## src/rtl/pipe_front_regs_if.sv

```systemverilog
// Bundle between the front-end register block and the rest of the 5-stage pipeline.
// The pipeline side is the master; the register block is the slave.
interface pipe_front_regs_if;
    // Fetch, hazard unit, branch resolution and decode inputs
    logic [31:0] f_instr;
    logic        haz_pcEn;
    logic        haz_ifidEn;
    logic        haz_idexEn;
    logic        branch_taken;
    logic [31:0] branch_target;
    logic [1:0]  d_WB;
    logic [2:0]  d_M;
    logic [3:0]  d_EX;
    logic [31:0] d_rs_data;
    logic [31:0] d_rt_data;

    // Register state seen by fetch, decode, hazard unit and EX
    logic [31:0] pc;
    logic [31:0] d_instr;
    logic [31:0] d_pcplus4;
    logic [1:0]  x_WB;
    logic [2:0]  x_M;
    logic [3:0]  x_EX;
    logic [4:0]  x_rs;
    logic [4:0]  x_rt;
    logic [4:0]  x_rd;
    logic [31:0] x_rs_data;
    logic [31:0] x_rt_data;
    logic [31:0] x_imm;
    logic        halted;
    logic [15:0] stall_count;

    modport master (
        output f_instr, haz_pcEn, haz_ifidEn, haz_idexEn, branch_taken, branch_target,
               d_WB, d_M, d_EX, d_rs_data, d_rt_data,
        input  pc, d_instr, d_pcplus4, x_WB, x_M, x_EX, x_rs, x_rt, x_rd,
               x_rs_data, x_rt_data, x_imm, halted, stall_count
    );

    modport slave (
        input  f_instr, haz_pcEn, haz_ifidEn, haz_idexEn, branch_taken, branch_target,
               d_WB, d_M, d_EX, d_rs_data, d_rt_data,
        output pc, d_instr, d_pcplus4, x_WB, x_M, x_EX, x_rs, x_rt, x_rd,
               x_rs_data, x_rt_data, x_imm, halted, stall_count
    );
endinterface

```

## src/rtl/pipe_front_regs.sv

```systemverilog
// PC, IF/ID and ID/EX pipeline registers with branch flush, hazard stall/bubble,
// sticky halt detection after a drain period, and a saturating stall counter.
module pipe_front_regs #(
    parameter logic [31:0] PC_RESET  = 32'h0000_0000,
    parameter logic [5:0]  HALT_OP   = 6'h3f,
    parameter int unsigned DRAIN_CYC = 3
) (
    input  logic              clk,
    input  logic              reset,
    pipe_front_regs_if.slave  bus
);

    localparam int CNT_W = $clog2(DRAIN_CYC + 1);

    logic [CNT_W-1:0] drain_cnt;
    logic [31:0]      pc_plus4;
    logic             halt_in_decode;
    logic             bubble;

    assign pc_plus4       = bus.pc + 32'd4;
    assign halt_in_decode = (bus.d_instr[31:26] == HALT_OP) && !bus.branch_taken;
    // A taken branch in EX is older than whatever decode is stalling on, so it wins.
    assign bubble         = bus.branch_taken || bus.haz_idexEn;

    // NOTE: state registers use non-blocking assignments so every register samples
    // the pre-edge values of its peers, exactly like the flops they describe.
    always_ff @(posedge clk) begin
        if (reset) begin
            bus.pc <= PC_RESET;
        end else if (bus.halted) begin
            bus.pc <= bus.pc;
        end else if (bus.branch_taken) begin
            bus.pc <= bus.branch_target;
        end else if (bus.haz_pcEn) begin
            bus.pc <= pc_plus4;
        end
    end

    always_ff @(posedge clk) begin
        if (reset || bus.branch_taken) begin
            bus.d_instr   <= '0;
            bus.d_pcplus4 <= '0;
        end else if (bus.haz_ifidEn) begin
            bus.d_instr   <= bus.f_instr;
            bus.d_pcplus4 <= pc_plus4;
        end
    end

    // A bubble clears x_M[1] as well, so it can never look like a pending load.
    always_ff @(posedge clk) begin
        if (reset || bubble) begin
            bus.x_WB      <= '0;
            bus.x_M       <= '0;
            bus.x_EX      <= '0;
            bus.x_rs      <= '0;
            bus.x_rt      <= '0;
            bus.x_rd      <= '0;
            bus.x_rs_data <= '0;
            bus.x_rt_data <= '0;
            bus.x_imm     <= '0;
        end else begin
            bus.x_WB      <= bus.d_WB;
            bus.x_M       <= bus.d_M;
            bus.x_EX      <= bus.d_EX;
            bus.x_rs      <= bus.d_instr[25:21];
            bus.x_rt      <= bus.d_instr[20:16];
            bus.x_rd      <= bus.d_instr[15:11];
            bus.x_rs_data <= bus.d_rs_data;
            bus.x_rt_data <= bus.d_rt_data;
            bus.x_imm     <= {{16{bus.d_instr[15]}}, bus.d_instr[15:0]};
        end
    end

    // halted rises on the edge where the halt has sat in decode for DRAIN_CYC cycles.
    always_ff @(posedge clk) begin
        if (reset) begin
            drain_cnt  <= '0;
            bus.halted <= 1'b0;
        end else if (halt_in_decode) begin
            if (drain_cnt == CNT_W'(DRAIN_CYC - 1)) begin
                bus.halted <= 1'b1;
            end
            if (drain_cnt != CNT_W'(DRAIN_CYC)) begin
                drain_cnt <= drain_cnt + CNT_W'(1);
            end
        end else begin
            drain_cnt <= '0;
        end
    end

    always_ff @(posedge clk) begin
        if (reset) begin
            bus.stall_count <= '0;
        end else if (!bus.haz_pcEn && !bus.branch_taken && !bus.halted
                     && (bus.stall_count != 16'hFFFF)) begin
            bus.stall_count <= bus.stall_count + 16'd1;
        end
    end

endmodule

```

## src/flat_wrapper.sv

```systemverilog
// flat-port wrapper written by rule: the top's interface ports become plain ports
module pipe_front_regs_flat 
#(
    parameter logic [31:0] PC_RESET  = 32'h0000_0000,
    parameter logic [5:0]  HALT_OP   = 6'h3f,
    parameter int unsigned DRAIN_CYC = 3
)
  (clk, reset, bus_f_instr, bus_haz_pcEn, bus_haz_ifidEn, bus_haz_idexEn, bus_branch_taken, bus_branch_target, bus_d_WB, bus_d_M, bus_d_EX, bus_d_rs_data, bus_d_rt_data, bus_pc, bus_d_instr, bus_d_pcplus4, bus_x_WB, bus_x_M, bus_x_EX, bus_x_rs, bus_x_rt, bus_x_rd, bus_x_rs_data, bus_x_rt_data, bus_x_imm, bus_halted, bus_stall_count);
  pipe_front_regs_if bus_i ();
  input  logic clk;
  input  logic reset;
  input wire logic [$bits(bus_i.f_instr)-1:0] bus_f_instr;
  input wire logic [$bits(bus_i.haz_pcEn)-1:0] bus_haz_pcEn;
  input wire logic [$bits(bus_i.haz_ifidEn)-1:0] bus_haz_ifidEn;
  input wire logic [$bits(bus_i.haz_idexEn)-1:0] bus_haz_idexEn;
  input wire logic [$bits(bus_i.branch_taken)-1:0] bus_branch_taken;
  input wire logic [$bits(bus_i.branch_target)-1:0] bus_branch_target;
  input wire logic [$bits(bus_i.d_WB)-1:0] bus_d_WB;
  input wire logic [$bits(bus_i.d_M)-1:0] bus_d_M;
  input wire logic [$bits(bus_i.d_EX)-1:0] bus_d_EX;
  input wire logic [$bits(bus_i.d_rs_data)-1:0] bus_d_rs_data;
  input wire logic [$bits(bus_i.d_rt_data)-1:0] bus_d_rt_data;
  output wire logic [$bits(bus_i.pc)-1:0] bus_pc;
  output wire logic [$bits(bus_i.d_instr)-1:0] bus_d_instr;
  output wire logic [$bits(bus_i.d_pcplus4)-1:0] bus_d_pcplus4;
  output wire logic [$bits(bus_i.x_WB)-1:0] bus_x_WB;
  output wire logic [$bits(bus_i.x_M)-1:0] bus_x_M;
  output wire logic [$bits(bus_i.x_EX)-1:0] bus_x_EX;
  output wire logic [$bits(bus_i.x_rs)-1:0] bus_x_rs;
  output wire logic [$bits(bus_i.x_rt)-1:0] bus_x_rt;
  output wire logic [$bits(bus_i.x_rd)-1:0] bus_x_rd;
  output wire logic [$bits(bus_i.x_rs_data)-1:0] bus_x_rs_data;
  output wire logic [$bits(bus_i.x_rt_data)-1:0] bus_x_rt_data;
  output wire logic [$bits(bus_i.x_imm)-1:0] bus_x_imm;
  output wire logic [$bits(bus_i.halted)-1:0] bus_halted;
  output wire logic [$bits(bus_i.stall_count)-1:0] bus_stall_count;
  assign bus_i.f_instr = bus_f_instr;
  assign bus_i.haz_pcEn = bus_haz_pcEn;
  assign bus_i.haz_ifidEn = bus_haz_ifidEn;
  assign bus_i.haz_idexEn = bus_haz_idexEn;
  assign bus_i.branch_taken = bus_branch_taken;
  assign bus_i.branch_target = bus_branch_target;
  assign bus_i.d_WB = bus_d_WB;
  assign bus_i.d_M = bus_d_M;
  assign bus_i.d_EX = bus_d_EX;
  assign bus_i.d_rs_data = bus_d_rs_data;
  assign bus_i.d_rt_data = bus_d_rt_data;
  assign bus_pc = bus_i.pc;
  assign bus_d_instr = bus_i.d_instr;
  assign bus_d_pcplus4 = bus_i.d_pcplus4;
  assign bus_x_WB = bus_i.x_WB;
  assign bus_x_M = bus_i.x_M;
  assign bus_x_EX = bus_i.x_EX;
  assign bus_x_rs = bus_i.x_rs;
  assign bus_x_rt = bus_i.x_rt;
  assign bus_x_rd = bus_i.x_rd;
  assign bus_x_rs_data = bus_i.x_rs_data;
  assign bus_x_rt_data = bus_i.x_rt_data;
  assign bus_x_imm = bus_i.x_imm;
  assign bus_halted = bus_i.halted;
  assign bus_stall_count = bus_i.stall_count;
  pipe_front_regs #(.PC_RESET(PC_RESET), .HALT_OP(HALT_OP), .DRAIN_CYC(DRAIN_CYC)) u_core (.clk(clk), .reset(reset), .bus(bus_i));
endmodule
```

## config.mk

```make
export PLATFORM = sky130hd
export DESIGN_NAME = pipe_front_regs_flat
export DESIGN_NICKNAME = d
export VERILOG_FILES = /design/src/rtl/pipe_front_regs_if.sv /design/src/rtl/pipe_front_regs.sv /design/src/flat_wrapper.sv
export SDC_FILE = /design/constraint.sdc
export NUM_CORES = 1
export LEC_CHECK = 0
export CORE_MARGIN = 1
export CORE_UTILIZATION = 38
export CTS_CLUSTER_DIAMETER = 30
export DETAILED_ROUTE_END_ITERATION = 10
export PLACE_DENSITY_LB_ADDON = 0.08
export SYNTH_ARGS = -nofsm -noshare
export SYNTH_HDL_FRONTEND = slang
export SYNTH_SLANG_ARGS = --single-unit
```

## constraint.sdc

```tcl
create_clock -name clk -period 2.04 [get_ports clk]
set_input_delay 0.408 -clock clk [delete_from_list [all_inputs] [get_ports clk]]
set_output_delay 0.408 -clock clk [all_outputs]
set_load 0.03 [all_outputs]
```

==> results.yml <==
outcome:
  status: "finished clean"
drt:
  wl_per_cell_um: 17.32
  drc: 0
  antenna_left: 0
  drt-pass1-iter-count: 5
  via_per_inst: 4.809
  wl_um: 27460
  drt_iter0_markers: 286
  route.vias.total: 7623
synth:
  yosysMostFrequentCell: "dfxtp_1"
  ys_seq_elements: 214
  syn_nets: 1004
  synth_top_cell_by_area: "dfxtp_1"
  yosysWarnings: 0
  synth_edf_count: 0
  ys_top_cells_by_count: "214 x dfxtp_1, 101 x and2_1, 94 x nor2_1"
  ys_types: 60
  synth_area_leaders: "dfxtp_1 52%, and2_1 7.7%, mux2i_1 5.0%, nor2_1 4.3%, a21oi_1 2.7%"
  synth_area_um2: 8213
  syn_inst: 857
  async_flop_share_pct: 0
  syn_area_per_cell_um2: 9.583
  synth_top_area_share_pct: 52.16
  synth_seq_area_share_pct: 52.16
  synth-main-ff-cell: "dfxtp_1"
timing:
  tightest_slew_ns: 0.4819
  max_freq_ghz: 0.4994
  hold_viol: 0
  setup_tns_ns: 0
  fin_crit_ns: 2.002
  fin_hold_ws_ns: 0.3488
  rsz0062_at_grt: "no"
  finalMaxSlewViolations: 0
  period_share_pct: 98.15
  setup_viol: 0
  clock_skew_ns: 0.01031
  slew_headroom_pct: 67.83
critical_path:
  crit_arrival_ns: 1.59
  crit_path_end_kind: "output port"
  crit_fanout: 7
  path_buf_inv: 1
  crit_required_ns: 1.63
  worstSetupStartpointType: "register"
  cpLargestDelayFamily: "flip-flops"
  cp_cell_sequence: "dlygate4sd2_1"
  crit_slowest_cell: "dfxtp_1"
  slowest_delay_ns: 0.61
  critical_path_class: "reg -> out"
floorplanning:
  start_util_pct: 38.95
  io_pins: 376
  coreArea_um2: 21090
  rows: 53
  die_w_um: 149.0
  die_area_um2: 22210
  die_y_um: 149.0
clock_tree:
  cts_hold_buffers: 0
  postCtsSetupBuffers: 0
  cts_buffers: 50
  cts_tree: "built"
  clock_latency_ns: 0.52
  clock_path_buffers: 3
  clk_pin_slew_ns: 0.04
  cts.sinks: 214
  root_buffer: "clkbuf_16"
  htreeDepth: 2
global_routing:
  overflow: 0
  grt_pass1_vias: 7324
  grt_usage_pct: 23.95
  antenna_found_initial: 1
  grt_max_degree: 73
  grt_pass1_wl_um: 40790
layout:
  drive_gt1_share_pct: 13.52
  fillers: 1768
  area_delta_synth_final_pct: 71.56
  instances_no_fill: 1585
  nets: 1418
  post-route-util_pct: 66.82
power:
  power_density_nw_per_um2: 954.2
  p_leak_uw: 0.006006
  power_uw: 13440
  ir_worst_vdd_uv: 604.0
run:
  cap_violations: 0
placement:
  portBuffers: 375
  routabilityCongestion: 0.8520
  dp_cells: 1494
  dp_hpwl_um: 20250
hold_path:
  min_path_type: "in -> reg"
[per-stage QoR]
stage | cell area, um^2 | setup slack (ns)
finish | 14090 | 0.03773
global route | 14090 | 0.004547
CTS | 14060 | 0.004803
detailed placement | 12460 | -0.1250
global placement | 12460 | -0.08154
floorplan | 8220 | 0.04378
[logic make-up (layout without fill, tap and decap cells)]
group,Yosys count,count (layout),share of synthesized area (%)
muxes,42,42,5.134
DFF,214,214,52.16
adders and majority gates,4,4,0.6094
AOI/OAI and AO/OA,137,137,10.27
buffers and inverters,87,539,5.241
xor gates and xnor gates,39,39,4.159
and+or+nand+nor,334,334,22.43
other,0,1,0
[per-layer routing]
layer,vias up,part of all wire [%],global-route usage (%)
li1,3761,-,-
met1,3507,41,28.88
met2,311,49,41.35
met3,44,7.0,5.321
met4,0,2.4,9.133
met5,-,0,0
[tightest hold or removal path, cell delays in order]
cell      delay, ns
buf_2          0.16
buf_4          0.19
a211oi_1       0.05
[area by class of cell]
cell class,instances,area [um^2],area share (%)
flip-flops and latches,214,4288,30.43
repair buffers,441,4239,30.09
multi-input cells,556,3508,24.90
clock buffers,70,1488,10.56
well taps,275,344.1,2.442
clock inverters,20,190.2,1.350
inverters,8,30.03,0.2131
diodes,1,2.502,0.01776
[report_power, final]
group          total, uW  switching [uW]  leakage [uW]  internal, uW
logic               1310             672       0.00343           639
clock network       7710            2320      0.000833          5380
registers           4430            97.6       0.00174          4330
total              13400            3090       0.00601         10400
[what timing repair did]
action	in CTS	in global routing
resized for setup	62	12
endpoints found under the setup margin	61	12
hold endpoints to repair	0	0
cloned	0	0
[cells in the final DEF, fill, tap and decap left out, drive strengths merged, types with 18 or more instances in the layout]
| cell | n |
|---|---|
| nand3 | 27 |
| dlygate4sd2 | 60 |
| a21oi | 45 |
| clkbuf | 70 |
| mux2i | 41 |
| buf | 69 |
| nand2 | 37 |
| and2 | 101 |
| dfxtp | 214 |
| o21ai | 28 |
| nor2 | 95 |
| xor2 | 21 |
| clkdlybuf4s50 | 300 |
| xnor2 | 18 |
[flip-flops by register name (all words and copies together) (netlist names), 11 cells and up]
signal,flops
u_core.bus.pc,32
u_core.bus.d_pcplus4,32
u_core.bus.stall_count,16
u_core.bus.x_rt_data,32
u_core.bus.d_instr,32
u_core.bus.x_rs_data,32
u_core.bus.x_imm,11
[worst paths after layout]
check	start	endpoint	slack, ns	cells after the start
setup / recovery	u_core.bus.halted	bus_halted	0.04	1
hold / removal	reset	u_core.bus.pc[3]	0.35	3
setup reg to reg	u_core.bus.pc[2]	u_core.bus.pc[28]	0.15	6
hold reg to reg	u_core.bus.d_instr[0]	u_core.bus.x_imm[0]	0.47	1
(Power assumes the default switching activity.)
